<file path="config.mk">
export PLATFORM = sky130hd
export DESIGN_NAME = pulse_detect_mc
export DESIGN_NICKNAME = d
export VERILOG_FILES = /design/src/rtl/pulse_detect_mc.sv
export SDC_FILE = /design/constraint.sdc
export NUM_CORES = 1
export LEC_CHECK = 0
export ABC_AREA = 1
export CAP_MARGIN = 5
export CORE_UTILIZATION = 57
export DETAILED_ROUTE_END_ITERATION = 7
export PLACE_DENSITY = 0.85
export REMOVE_ABC_BUFFERS = 1
export SYNTH_ARGS = -nofsm -noshare
export SYNTH_HDL_FRONTEND = slang
export SYNTH_SLANG_ARGS = --single-unit
</file>
<file path="constraint.sdc">
create_clock -name clk -period 4.9 [get_ports clk]
set_clock_uncertainty 0.2 [all_clocks]
set_input_delay 0.98 -clock clk [delete_from_list [all_inputs] [get_ports clk]]
set_output_delay 0.98 -clock clk [all_outputs]
set_load 0.005 [all_outputs]
</file>
<file path="src/rtl/pulse_detect_mc.sv">
// pulse_detect_mc: multi-channel synchronised, glitch-filtered edge detector
// with per-channel edge mode, one-cycle strobe, sticky flag and event count.
module pulse_detect_mc #(
  parameter int CH          = 4,
  parameter int SYNC_STAGES = 2,
  parameter int FILT_LEN    = 3,
  parameter int CNT_W       = 8
) (
  input  logic                clk,
  input  logic                rst,
  input  logic [CH-1:0]       data_in,
  input  logic [2*CH-1:0]     edge_mode,
  input  logic [CH-1:0]       clr,
  output logic [CH-1:0]       pulse_out,
  output logic [CH-1:0]       level_out,
  output logic [CH-1:0]       sticky,
  output logic [CH*CNT_W-1:0] evt_cnt
);

  localparam logic [3:0]       FLAST = 4'(FILT_LEN - 1);
  localparam logic [CNT_W-1:0] CMAX  = '1;
  localparam logic [CNT_W-1:0] ONE   = CNT_W'(1);

  logic [CH-1:0] sync_out;

  generate
    if (SYNC_STAGES == 0) begin : g_raw
      assign sync_out = data_in;
    end else begin : g_sync
      logic [CH-1:0] q [SYNC_STAGES];

      // Shift raw inputs through the synchroniser chain
      always_ff @(posedge clk or posedge rst) begin
        if (rst) begin
          for (int j = 0; j < SYNC_STAGES; j++) q[j] <= '0;
        end else begin
          q[0] <= data_in;
          for (int j = 1; j < SYNC_STAGES; j++) q[j] <= q[j-1];
        end
      end

      assign sync_out = q[SYNC_STAGES-1];
    end
  endgenerate

  generate
    for (genvar i = 0; i < CH; i++) begin : g_ch
      logic [3:0]       fc;
      logic             lvl;
      logic             pls;
      logic             stk;
      logic [CNT_W-1:0] cnt;
      logic             diff;
      logic             hit;
      logic             pulse_nxt;

      // A toggle from 0 is a rising edge (mode bit 0), from 1 falling (bit 1)
      assign diff      = sync_out[i] ^ lvl;
      assign hit       = diff && (fc == FLAST);
      assign pulse_nxt = hit &&
                         (lvl ? edge_mode[2*i+1] : edge_mode[2*i]);

      // Stability filter: accept a new level after FILT_LEN mismatches
      always_ff @(posedge clk or posedge rst) begin
        if (rst) begin
          fc  <= '0;
          lvl <= 1'b0;
          pls <= 1'b0;
        end else begin
          pls <= pulse_nxt;
          if (!diff || hit) fc <= '0;
          else              fc <= fc + 4'd1;
          if (hit) lvl <= ~lvl;
        end
      end

      // Count and flag strobes; a strobe outranks a same-cycle clear
      always_ff @(posedge clk or posedge rst) begin
        if (rst) begin
          stk <= 1'b0;
          cnt <= '0;
        end else if (pls) begin
          stk <= 1'b1;
          if (clr[i])            cnt <= ONE;
          else if (cnt != CMAX)  cnt <= cnt + ONE;
        end else if (clr[i]) begin
          stk <= 1'b0;
          cnt <= '0;
        end
      end

      assign pulse_out[i]                 = pls;
      assign level_out[i]                 = lvl;
      assign sticky[i]                    = stk;
      assign evt_cnt[i*CNT_W +: CNT_W]    = cnt;
    end
  endgenerate

endmodule

</file>
; Yosys cells after proc, flatten, opt, wreduce, memory -nomap -nowiden
; Index checks and enable logic that the tools add are counted.
[op_classes]
bitwise_logic = 8
n_reduce_logical = 28
n_eq_ne = 8
n_mux = 32
addsub = 8
[ops]
columns = operator, n
row1 = $mux W8, 16
row2 = $add A8 B1 Y8 const B, 4
row3 = $ne A8 B8 Y1 const B, 4
row4 = $add A4 B1 Y4 const B, 4
row5 = $eq A4 B2 Y1 const B, 4
row6 = $mux W4, 4
row7 = $reduce_bool A2 Y1, 8
row8 = $mux W1, 12
row9 = $logic_and A1 B1 Y1, 8
row10 = $reduce_and A2 Y1, 4
row11 = $logic_not A1 Y1, 4
row12 = $logic_or A1 B1 Y1, 4
row13 = $not A1 Y1, 4
row14 = $xor A1 B1 Y1, 4
[word_totals]
output_inout_bits = 44
in_bits = 18
word_cells = 106
register_bits = 68

; Logic depth before layout (Yosys ltp)
[depth]
ltp_word = 4
depth_mapped = 9

; Least setup slack after synthesis
; OpenSTA, ideal clock, no wires.
[synth_timing]
path_kind = input port to flip-flop
startpoint = in clr[2]
endpoint = reg g_ch[2].cnt[3]
setup_slack_ps = 3028
arrival_time_ps = 1544
setup_time_ps = 128
stages = 5
path_cell_list = clkinv_1 nand3_1 nand2_1 nand2_1 o21ai_0
[synth_via]
elab_chain_len = 2
word_cells_on_any_way = 5
cone_classes = mux (2) / reduce/logical (3)
[synth_lines]
columns = element, line_no
row1 = from (decl), 13  ; input logic [CH-1:0] clr,
row2 = $mux W8 / $reduce_bool A2 Y1 (equally long branches), n/a
row3 = $mux W8 / $reduce_and A2 Y1 (equally long branches), n/a
row4 = to (signal assigned), 85  ; else if (cnt != CMAX) cnt <= cnt + ONE;
row5 = to (decl), 52  ; logic [CNT_W-1:0] cnt;
; Parallel ways exist; a longest one is shown, timed or not.
; A chain may end at the register's enable or synchronous reset.

; Final worst setup path
[layout_timing]
startpoint = reg g_ch[2].pls
endpoint = out pulse_out[2]
[layout_rtl]
columns = element, line_no
row1 = from (decl), 50  ; logic pls;
row2 = from (signal assigned), 70  ; pls <= pulse_nxt;
row3 = to (decl), 14  ; output logic [CH-1:0] pulse_out,
; No word-level cell between the ends.

==> flow_metrics.tcl <==
set metrics [dict create \
    status "finished, final reports clean" \
    place.gp.congestion 0.890 \
    slew_violations 0 \
    syn_inst 420 \
    holdBufCountCts 0 \
    area_growth_syn_to_layout_pct 22.9 \
    cts_tree "yes" \
    first_iter_violations 209 \
    setup_viol 0 \
    yosys.area_share.simple_pct 27.5 \
    die_area_um2 6470 \
    worstPathRequired_ns 3.72 \
    fill_cells 462 \
    place_hpwl_mm 5.07 \
    synthTopCellsByArea "dfrtp_1 49%, nand2_1 11%, inv_1 6.2%, nor2_1 4.9%, ha_1 4.3%" \
    cts.sinks 68 \
    max_slew_margin_pct 46.5 \
    crit_type "reg -> out" \
    critical_path.max_stage_delay_ns 0.56 \
    io-pin-count 62 \
    ctsResizeCount 0 \
    min_path_type "reg -> reg" \
    whs_path_depth 0 \
    holdWs_ns 0.153 \
    final_common_cell "nand2_1" \
    grt_usage_pct 23.5 \
    worst_pin_slew_ns 0.801 \
    coreArea_um2 5920 \
    antenna_left 0 \
    endpoint_kind "primary output" \
    io_buffers 61 \
    fp-row-count 28 \
    leakagePower_nw 2.08 \
    cts-htree-levels 3 \
    setup_ws_ns 2.33 \
    path_delay_family "buffers and inverters" \
    layout-drive-gt1-share_pct 8.25 \
    dr.pass1.iters 4 \
    routed_wl_mm 6.85 \
    die_y_um 80.5 \
    synth_top_family_by_area "simple AND/OR/NAND/NOR gates" \
    peakVddDrop_uv 220 \
    cp-start-kind "flop" \
    place_inst 545 \
    grt_pass1_vias 2678 \
    synth_seq_area_share_pct 48.5 \
    antenna_cells 0 \
    synth_fa_ha_area_share_pct 4.28 \
    synthMuxAreaShare_pct 0 \
    rsz0062_at_grt "no" \
    cts-root-buf "clkbuf_8" \
    instances_no_fill 560 \
    powerDensity_nw_per_um2 341 \
    clkTransAtPathRegs_ns 0.07 \
    crit_chain "clkdlybuf4s50_1" \
    clk_latency_ns 0.34 \
    nets 511 \
    min_period_ns 2.57 \
    yosysTopAreaCell "dfrtp_1" \
    numCtsBuffers 9 \
    slowest_stage "clkdlybuf4s50_1" \
    vias 2909 \
    start_util_pct 59.3 \
    cts_setup_buffers 0 \
    grt_max_degree 41 \
    avgSynthCellArea_um2 8.35 \
    synth_seq_cells 68 \
    die_w_um 80.5 \
    multiInputGateArea_um2 1480 \
    drc 0 \
    fmax_mhz 389 \
    dp_worst_setup_slack_ns 2.27 \
    grt_overflow 0 \
    synth_cell_type_count 28 \
    vias_per_cell 5.19 \
    wl_per_cell_um 12.2 \
    yosys_warnings 0 \
    antenna_found_initial 0 \
    critPathBufInv 1 \
    syn_area_um2 3510 \
    min_period_over_period_pct 52.5 \
    clockBufferDepth 2 \
    tns_ns 0 \
    synth_compound_area_share_pct 7.42 \
    seqCellArea_um2 1700 \
    arrival_ns 1.39 \
    synth_top_area_share_pct 48.5 \
    grt_pass1_wl_mm 11.4 \
    synthXorXnorAreaFrac_pct 3.00 \
    finalHoldViolCount 0 \
    cp.depth 1 \
    worst_r2r_path_depth 9 \
    most-common-layout-cells "105 x nand2_1, 68 x dfrtp_1, 61 x clkdlybuf4s50_1" \
    maxCapViolations 0 \
    path_max_fanout 8 \
]
==> layer usage <==
layer / track usage, % / share of wire (%)
met5: 0 / 0
met3: 4.32 / 5.4
met1: 29.4 / 44
met2: 39.2 / 50
met4: 11.4 / 1.2
==> logic make-up (layout without fill, tap and decap cells) <==
logic type | Yosys count | count (layout)
adder cells (fa/ha/maj) | 12 | 12
buffers and inverters | 74 | 139
AO/OA/AOI/OAI | 44 | 44
flip-flops | 68 | 68
AND/OR/NAND/NOR | 210 | 210
XOR/XNOR | 12 | 12
==> sequential cells by signal, summed over array words and instances, names as in the netlist <==
register and cells:
g_ch.cnt 32, g_ch.fc 16, g_ch.lvl 4, g_ch.pls 4
g_ch.stk 4, g_sync.q 4, sync_out 4
==> area by class of cell <==
| type | instances | area share, % |
|---|---|---|
| clock buffer | 10 | 2.96 |
| clock inverter | 5 | 1.25 |
| inverter | 62 | 5.46 |
| multi-input combinational | 278 | 34.4 |
| sequential | 68 | 39.5 |
| tap | 75 | 2.18 |
| timing repair buffer | 62 | 14.3 |
==> final timing paths <==
kind	to	start	slack, ns
max	pulse_out[2]	g_ch[2].pls	2.33
min	sync_out[0]	g_sync.q[4]	0.15
max reg2reg	g_ch[3].cnt[7]	g_ch[3].cnt[0]	3.19
min reg2reg	sync_out[0]	g_sync.q[4]	0.15
max in group asynchronous	g_ch[2].cnt[1]	rst	2.71
min in group asynchronous	g_ch[2].pls	rst	0.91
==> synth_stat cells <==
cell / number
o21ai_1: 2
ha_1: 12
nand2_2: 4
buf_4: 12
a31oi_1: 1
o21ai_2: 6
dfrtp_1: 68
nand2_4: 3
nor2_1: 46
nand2_1: 105
nor3_1: 2
a21oi_2: 1
xor2_1: 8
nor3b_1: 4
inv_2: 2
or2_2: 1
o22ai_1: 4
nor2_4: 3
o211ai_1: 3
a21oi_1: 15
inv_4: 1
o21ai_0: 12
inv_1: 58
nand3_4: 3
nand4_1: 10
xnor2_1: 4
nand3_1: 29
clkinv_1: 1
==> metrics by stage <==
| step | total power, mW | util (%) | cell area, um^2 |
|---|---|---|---|
| global placement | 1.03 | 69.8 | 4130 |
| finish | 1.47 | 72.8 | 4310 |
| detailed placement | 1.05 | 69.8 | 4130 |
| floorplan | 0.897 | - | 3420 |
| CTS | 1.49 | 72.8 | 4310 |
| global route | 1.56 | 72.8 | 4310 |
==> power by group <==
group / total, mW / internal (mW) / leakage [nW] / switching [mW]
Sequential: 0.712 / 0.636 / 0.909 / 0.0759
Combinational: 0.323 / 0.158 / 1.08 / 0.164
Clock: 0.436 / 0.231 / 0.0959 / 0.205
No activity file was read; power rests on OpenSTA's default activity.
==> edit 1, RTL diff (same settings) <==
`CH`: 4 -> 8.
--- a/src/rtl/pulse_detect_mc.sv
+++ b/src/rtl/pulse_detect_mc.sv
@@ -2,5 +2,5 @@
 // with per-channel edge mode, one-cycle strobe, sticky flag and event count.
 module pulse_detect_mc #(
-  parameter int CH          = 4,
+  parameter int CH          = 8,
   parameter int SYNC_STAGES = 2,
   parameter int FILT_LEN    = 3,
Ports: changed (7 resized); port bits go from 62 to 122. The function was not compared with the original's and may differ.
==> edit 1 against the unedited design <==
- utilization rose by 1.2 points
- synthesized area rose by 100%
- cell count rose by 99%
- largest cell class unchanged
- critical path type unchanged
- register-to-register slack improved by 40 ps
- highest routed layer unchanged
- the flow now finishes with violations (DRC)
- routed wire length rose by 110%
- setup slack got worse by 96 ps
- critical path depth did not move
- cell area rose by 110%
- sequential cell count rose by 68
- power rose by 130%
- synthesized cell count rose by 95%
- maximum frequency fell by 3.6%
==> edit 1: results (changes against the unedited design) <==
----------------------------------------------------
[Status]
  Outcome ... complete, but fails checks
  Violations in the final reports ... DRC

[Cells and area]
  Net count, final ... 994 (+95%)
  Count of fill cells added during filler insertion ... 892 (+93%)
  Regs by FF count ... g_ch.cnt (64), g_ch.fc (32)
  Ratio of cells with drive above 1 in the final layout ... 10.3% (+2.1 points)

[Clock network]
  Number of levels in the clock H-tree ... 4 (+1)
  TritonCTS buffer count ... 17 (+8)
  Largest buffer count on any clock path ... 2 (unchanged)
  Insertion delay of the later-clocked pin in the worst-skew pair ... 410 ps (+70 ps)
  Clock root cell ... clkbuf_16

[Route]
  Routed vias ... 5,712 (+96%)
  Drt initial violations ... 438 (+110%)
  Drc violations ... 2 (+2)
  Post-detailed-route wirelength per cell ... 12.8 um (+4.3%)
  Number of optimization iterations in the first detailed-route pass ... 8 (+4)

[Yosys]
  Synth Area in Adders ... 4.25% (-0.027 points)
  Xor and xnor fraction of the mapped netlist area ... 2.98% (-0.019 points)
  Most common library cells after synthesis ... 177 x nand2_1, 136 x dfrtp_1, 111 x inv_1
  Synth Area in Compound Gates ... 8.56% (+1.1 points)
  Sequential share of the synthesized area ... 48.2% (-0.30 points)
  Portion of netlist area occupied by mux cells ... 0% (unchanged)
  Synth cell types ... 30 (+7.1%)
  Synthesis Warnings ... 0 (unchanged)
  Post-synthesis async set-or-reset flop share ... 100% (unchanged)
  Biggest area contributors in the synthesized netlist ... dfrtp_1 48%, nand2_1 9.4%, inv_1 5.9%, nor2_1 4.6%, ha_1 4.3%

[Power]
  Maximum vdd ir drop ... 244 uV (+11%)
  Leakage power figure ... 0.00417 uW (+100%)
  Fraction of power spent switching nets ... 27.8% (-2.5 points)

[Timing]
  Relative slew slack ... 49.5% (+3.0 points)
  Worst hold margin ... 145 ps (-7.40 ps)

[GRT]
  Vias in the first global route ... 5,373 (+100%)
  Global-route wire length before repair ... 24.4 mm (+110%)
  Largest net degree at the start of global routing ... 89 (+120%)
  GR Util All Layers ... 24.1% (+0.53 points)

[Min path]
  Worst hold-check path type ... reg2reg
  Hold path startpoint ... g_sync.q[9]
  Worst hold endpoint ... sync_out[1]

[Critical path]
  Crit path largest cell delay ... 580 ps (+20 ps)
  Critical register-to-register path startpoint ... g_ch[2].cnt[1]
  RR Endpoint ... g_ch[2].cnt[7]
  Critical-path top delay cell ... clkdlybuf4s50_1
  Maximum fanout encountered on the critical timing path ... 9 (+1)
  Reg2Reg Setup Slack ... 3230 ps (+40 ps)

[Placement]
  Worst setup slack before clock tree synthesis ... 2250 ps (-20.2 ps)
  Area post-placement ... 8320 um2 (+100%)
  Number of buffer cells added on primary ports ... 121 (+98%)
  DPL Wire Length ... 10.1 mm (+100%)
  RD Place Congestion ... 0.947 (+6.4%)

----------------------------------------------------
==> edit 1: stage by stage <==
stage | cells | util [%]
floorplan | 794 | -
global placement | 1085 | 69.0
detailed placement | 1085 | 69.0
CTS | 1117 | 74.0
global route | 1117 | 74.0
finish | 1117 | 74.0
==> edit 1: how the worst max path moves through the flow <==
stage / start / endpoint / slack (ps) / cells past startpoint
after detailed placement: rst / g_ch[6].cnt[2] / 2250 / 3
final: g_ch[4].pls / pulse_out[4] / 2230 / 1
after floorplan: rst / g_ch[0].cnt[0] / 80 / 1
after global placement: rst / sync_out[6] / 2280 / 3
after global routing: g_ch[4].pls / pulse_out[4] / 2190 / 1
after CTS: g_ch[4].pls / pulse_out[4] / 2210 / 1
==> edit 1: cells by family (layout without fill, tap and decap cells) <==
logic type,Yosys count,after routing
simple gates,393,393
buf+inv,143,273
flops,136,136
compound gates,99,99
fa+ha+maj,24,24
xor+xnor,24,24
==> edit 1: final cells by class <==
| class | instances | area, um2 | area share [%] |
|---|---|---|---|
| clock buffers | 24 | 492 | 5.51 |
| clock inverters | 8 | 118 | 1.32 |
| inverters | 118 | 460 | 5.16 |
| multi-input cells | 540 | 3020 | 33.8 |
| flip-flops and latches | 136 | 3400 | 38.1 |
| well taps | 168 | 210 | 2.35 |
| repair buffers | 123 | 1230 | 13.7 |
==> edit 1: power groups by stage <==
stage                     combinational (uW)  sequential, uW  clock, uW
after floorplan                          386            1420          0
after global placement                   637            1440          0
after detailed placement                 657            1450          0
after CTS                                665            1430       1330
after global routing                     744            1450       1380
final                                    655            1430       1300
==> edit 1: routing by layer <==
layer	wire (um)	track usage [%]	part of all wire [%]	vias to the layer above
li1	-	-	-	2852
met1	6440	30.9	45	2676
met2	7000	40.2	49	160
met3	539	4.93	3.8	24
met4	263	9.21	1.8	0
met5	0	0	0	-
==> edit 2, RTL diff (same flow settings) <==
Made on the original files. Make the reset (`rst`) synchronous in 3 clocked blocks.
--- a/src/rtl/pulse_detect_mc.sv
+++ b/src/rtl/pulse_detect_mc.sv
@@ -31,5 +31,5 @@
 
       // Shift raw inputs through the synchroniser chain
-      always_ff @(posedge clk or posedge rst) begin
+      always_ff @(posedge clk) begin
         if (rst) begin
           for (int j = 0; j < SYNC_STAGES; j++) q[j] <= '0;
@@ -62,5 +62,5 @@
 
       // Stability filter: accept a new level after FILT_LEN mismatches
-      always_ff @(posedge clk or posedge rst) begin
+      always_ff @(posedge clk) begin
         if (rst) begin
           fc  <= '0;
@@ -76,5 +76,5 @@
 
       // Count and flag strobes; a strobe outranks a same-cycle clear
-      always_ff @(posedge clk or posedge rst) begin
+      always_ff @(posedge clk) begin
         if (rst) begin
           stk <= 1'b0;
Formal check against the unedited RTL: differs if rst is asserted again (counterexample within 10 cycles, from zero or initial values and one cycle with rst high); with rst held inactive, the same outputs for 10 cycles.
==> edit 2 against the unedited design <==
- cell count grew 5.4%
- largest cell class is now multi-input gates
- highest routed layer unchanged
- first-iteration DRC count shrank 60%
- synthesized area shrank 5.2%
- cell area shrank 4.0%
- via count grew 3.8%
- setup slack lost 190 ps
- sequential cell count is the same
- routed wire length shrank 0.60%
Power is not compared: it rests on default switching activity, and its combinational part moved more than twofold at a synthesized area within 25%.
==> edit 2: results (changes against the unedited design) <==
----------------------------------------------------
[Status]
  Outcome ... complete, no violations

[Yosys]
  Most common library cells after synthesis ... 93 x nand2_1, 68 x dfxtp_1, 62 x nor2_1
  Post-synthesis area per instance ... 7.26 um2 (-13%)
  Synthesis Warnings ... 0 (unchanged)
  Sequential share of the synthesized area ... 40.9% (-7.6 points)
  Top_reg_cell synth ... dfxtp_1
  Post-synthesis async set-or-reset flop share ... 0% (-100 points)
  Synth cell types ... 26 (-7.1%)
  Biggest area contributors in the synthesized netlist ... dfxtp_1 41%, nand2_1 10%, nor2_1 7.0%, inv_1 6.4%, nand3_1 6.3%

[Cells and area]
  Non-filler instance count after layout ... 590 (+5.4%)
  Net count, final ... 543 (+6.3%)
  Antenna fix cells ... 0 (unchanged)
  Regs by FF count ... g_ch.cnt (32), g_ch.fc (16), g_sync.q (8)
  Ratio of cells with drive above 1 in the final layout ... 7.34% (-0.91 points)
  Count of fill cells added during filler insertion ... 425 (-8.0%)

[Placement]
  RD Place Congestion ... 0.881 (-1.1%)
  Worst setup slack before clock tree synthesis ... 1790 ps (-487 ps)
  DPL Wire Length ... 4.88 mm (-3.8%)
  Number of placed instances, taps included ... 574 (+5.3%)
  Number of buffer cells added on primary ports ... 61 (unchanged)

[Clock network]
  # resized after CTS ... 0 (unchanged)
  Clock root cell ... clkbuf_8
  TritonCTS buffer count ... 9 (unchanged)
  Largest buffer count on any clock path ... 2 (unchanged)
  Clock tree from TritonCTS ... yes
  Buffers inserted by post-CTS timing repair ... 0 (unchanged)
  Number of levels in the clock H-tree ... 3 (unchanged)
  Clock-pin slew on the worst setup and hold paths ... 70 ps (about the same)

[Critical path]
  Critical register-to-register path startpoint ... g_ch[0].cnt[0]
  RR Endpoint ... g_ch[0].cnt[0]
  Maximum fanout encountered on the critical timing path ... 34 (+26)
  Worst Reg2Reg Path Length in Cells ... 8 (-1)
  Crit path largest cell delay ... 560 ps (about the same)
  Reg2Reg Setup Slack ... 3190 ps (about the same)
  Critical-path top delay cell ... clkinv_1
  Data arrival time of the critical path ... 2780 ps (+1390 ps)

[GRT]
  Vias in the first global route ... 2,861 (+6.8%)
  Largest net degree at the start of global routing ... 35 (-15%)
  Global-route wire length before repair ... 11.8 mm (+3.7%)
  Initial antenna violation count ... 0 (unchanged)
  GR Util All Layers ... 24.1% (+0.56 points)

[Route]
  Routed vias ... 3,019 (+3.8%)
  Drt initial violations ... 83 (-60%)
  Number of optimization iterations in the first detailed-route pass ... 4 (unchanged)
  Total routed wirelength ... 6.81 mm (-0.60%)

[Min path]
  Hold-critical path depth ... 2 (+2)
  Hold path startpoint ... g_sync.q[0][0]
  Worst hold endpoint ... g_sync.q[0][4]
  Worst hold-check path type ... reg2reg

[Floorplan]
  Die Outline Area ... 6150 um2 (-5.0%)

[Power]
  Maximum vdd ir drop ... a little over 200 uV
  Leakage power figure ... 0.00162 uW

[Timing]
  Transition at the pin with the smallest max-transition slack ... 555 ps (-246 ps)

----------------------------------------------------
-- edit 2: through the flow --
step	area, um2	hold WS (ps)
5_1_grt	4140	229
3_5_place_dp	3920	199
2_1_floorplan	3210	188
6_report	4140	202
3_3_place_gp	3920	189
4_1_cts	4140	210
-- edit 2: kinds of logic (layout without fill, tap and decap cells) --
logic type,count (synthesis),count (layout),synth area share [%]
AND/OR/NAND/NOR,228,228,30.7
buffers and inverters,77,137,10.2
flip-flops,68,68,40.9
AO/OA/AOI/OAI,57,57,9.25
adder cells (fa/ha/maj),12,12,4.51
XOR/XNOR,12,12,3.16
multiplexers,4,4,1.20
-- edit 2: final cells by class --
cell class	instances	area share [%]
Clock inverter	3	1.03
Inverter	59	5.35
Multi-Input combinational cell	313	39.3
Tap cell	72	2.18
Timing Repair Buffer	62	14.9
Sequential cell	68	32.9
Clock buffer	13	4.32
-- edit 2: routing by layer --
layer	vias to the layer above	part of all wire [%]	track usage, %
met1	1362	45	27.4
met5	-	0	0
met2	88	48	41.9
met4	0	1.4	11.9
li1	1557	-	-
met3	12	5.2	5.81
-- edit 2: tightest hold or removal path, cell delays in order, from the launching register on --
cell     delay, ps
dfxtp_1        300
inv_1           40
nor2_1          30
-- edit 2: report_power, final --
part / internal [uW] / switching (uW)
Sequential: 558 / 3.80
Combinational: 23.5 / 28.3
Clock: 290 / 204
-- edit 2: how the worst max path moves through the flow --
| stage | slack [ps] | start | end | cells past startpoint |
|---|---|---|---|---|
| detailed placement | 1790 | rst | g_ch[3].fc[1] | 5 |
| finish | 2140 | rst | g_ch[3].fc[0] | 5 |
| global placement | 1820 | rst | g_ch[2].fc[0] | 5 |
| floorplan | 3080 | clr[1] | g_ch[1].cnt[6] | 6 |
| global route | 1990 | rst | g_ch[0].fc[1] | 5 |
| CTS | 2150 | rst | g_ch[3].fc[3] | 5 |
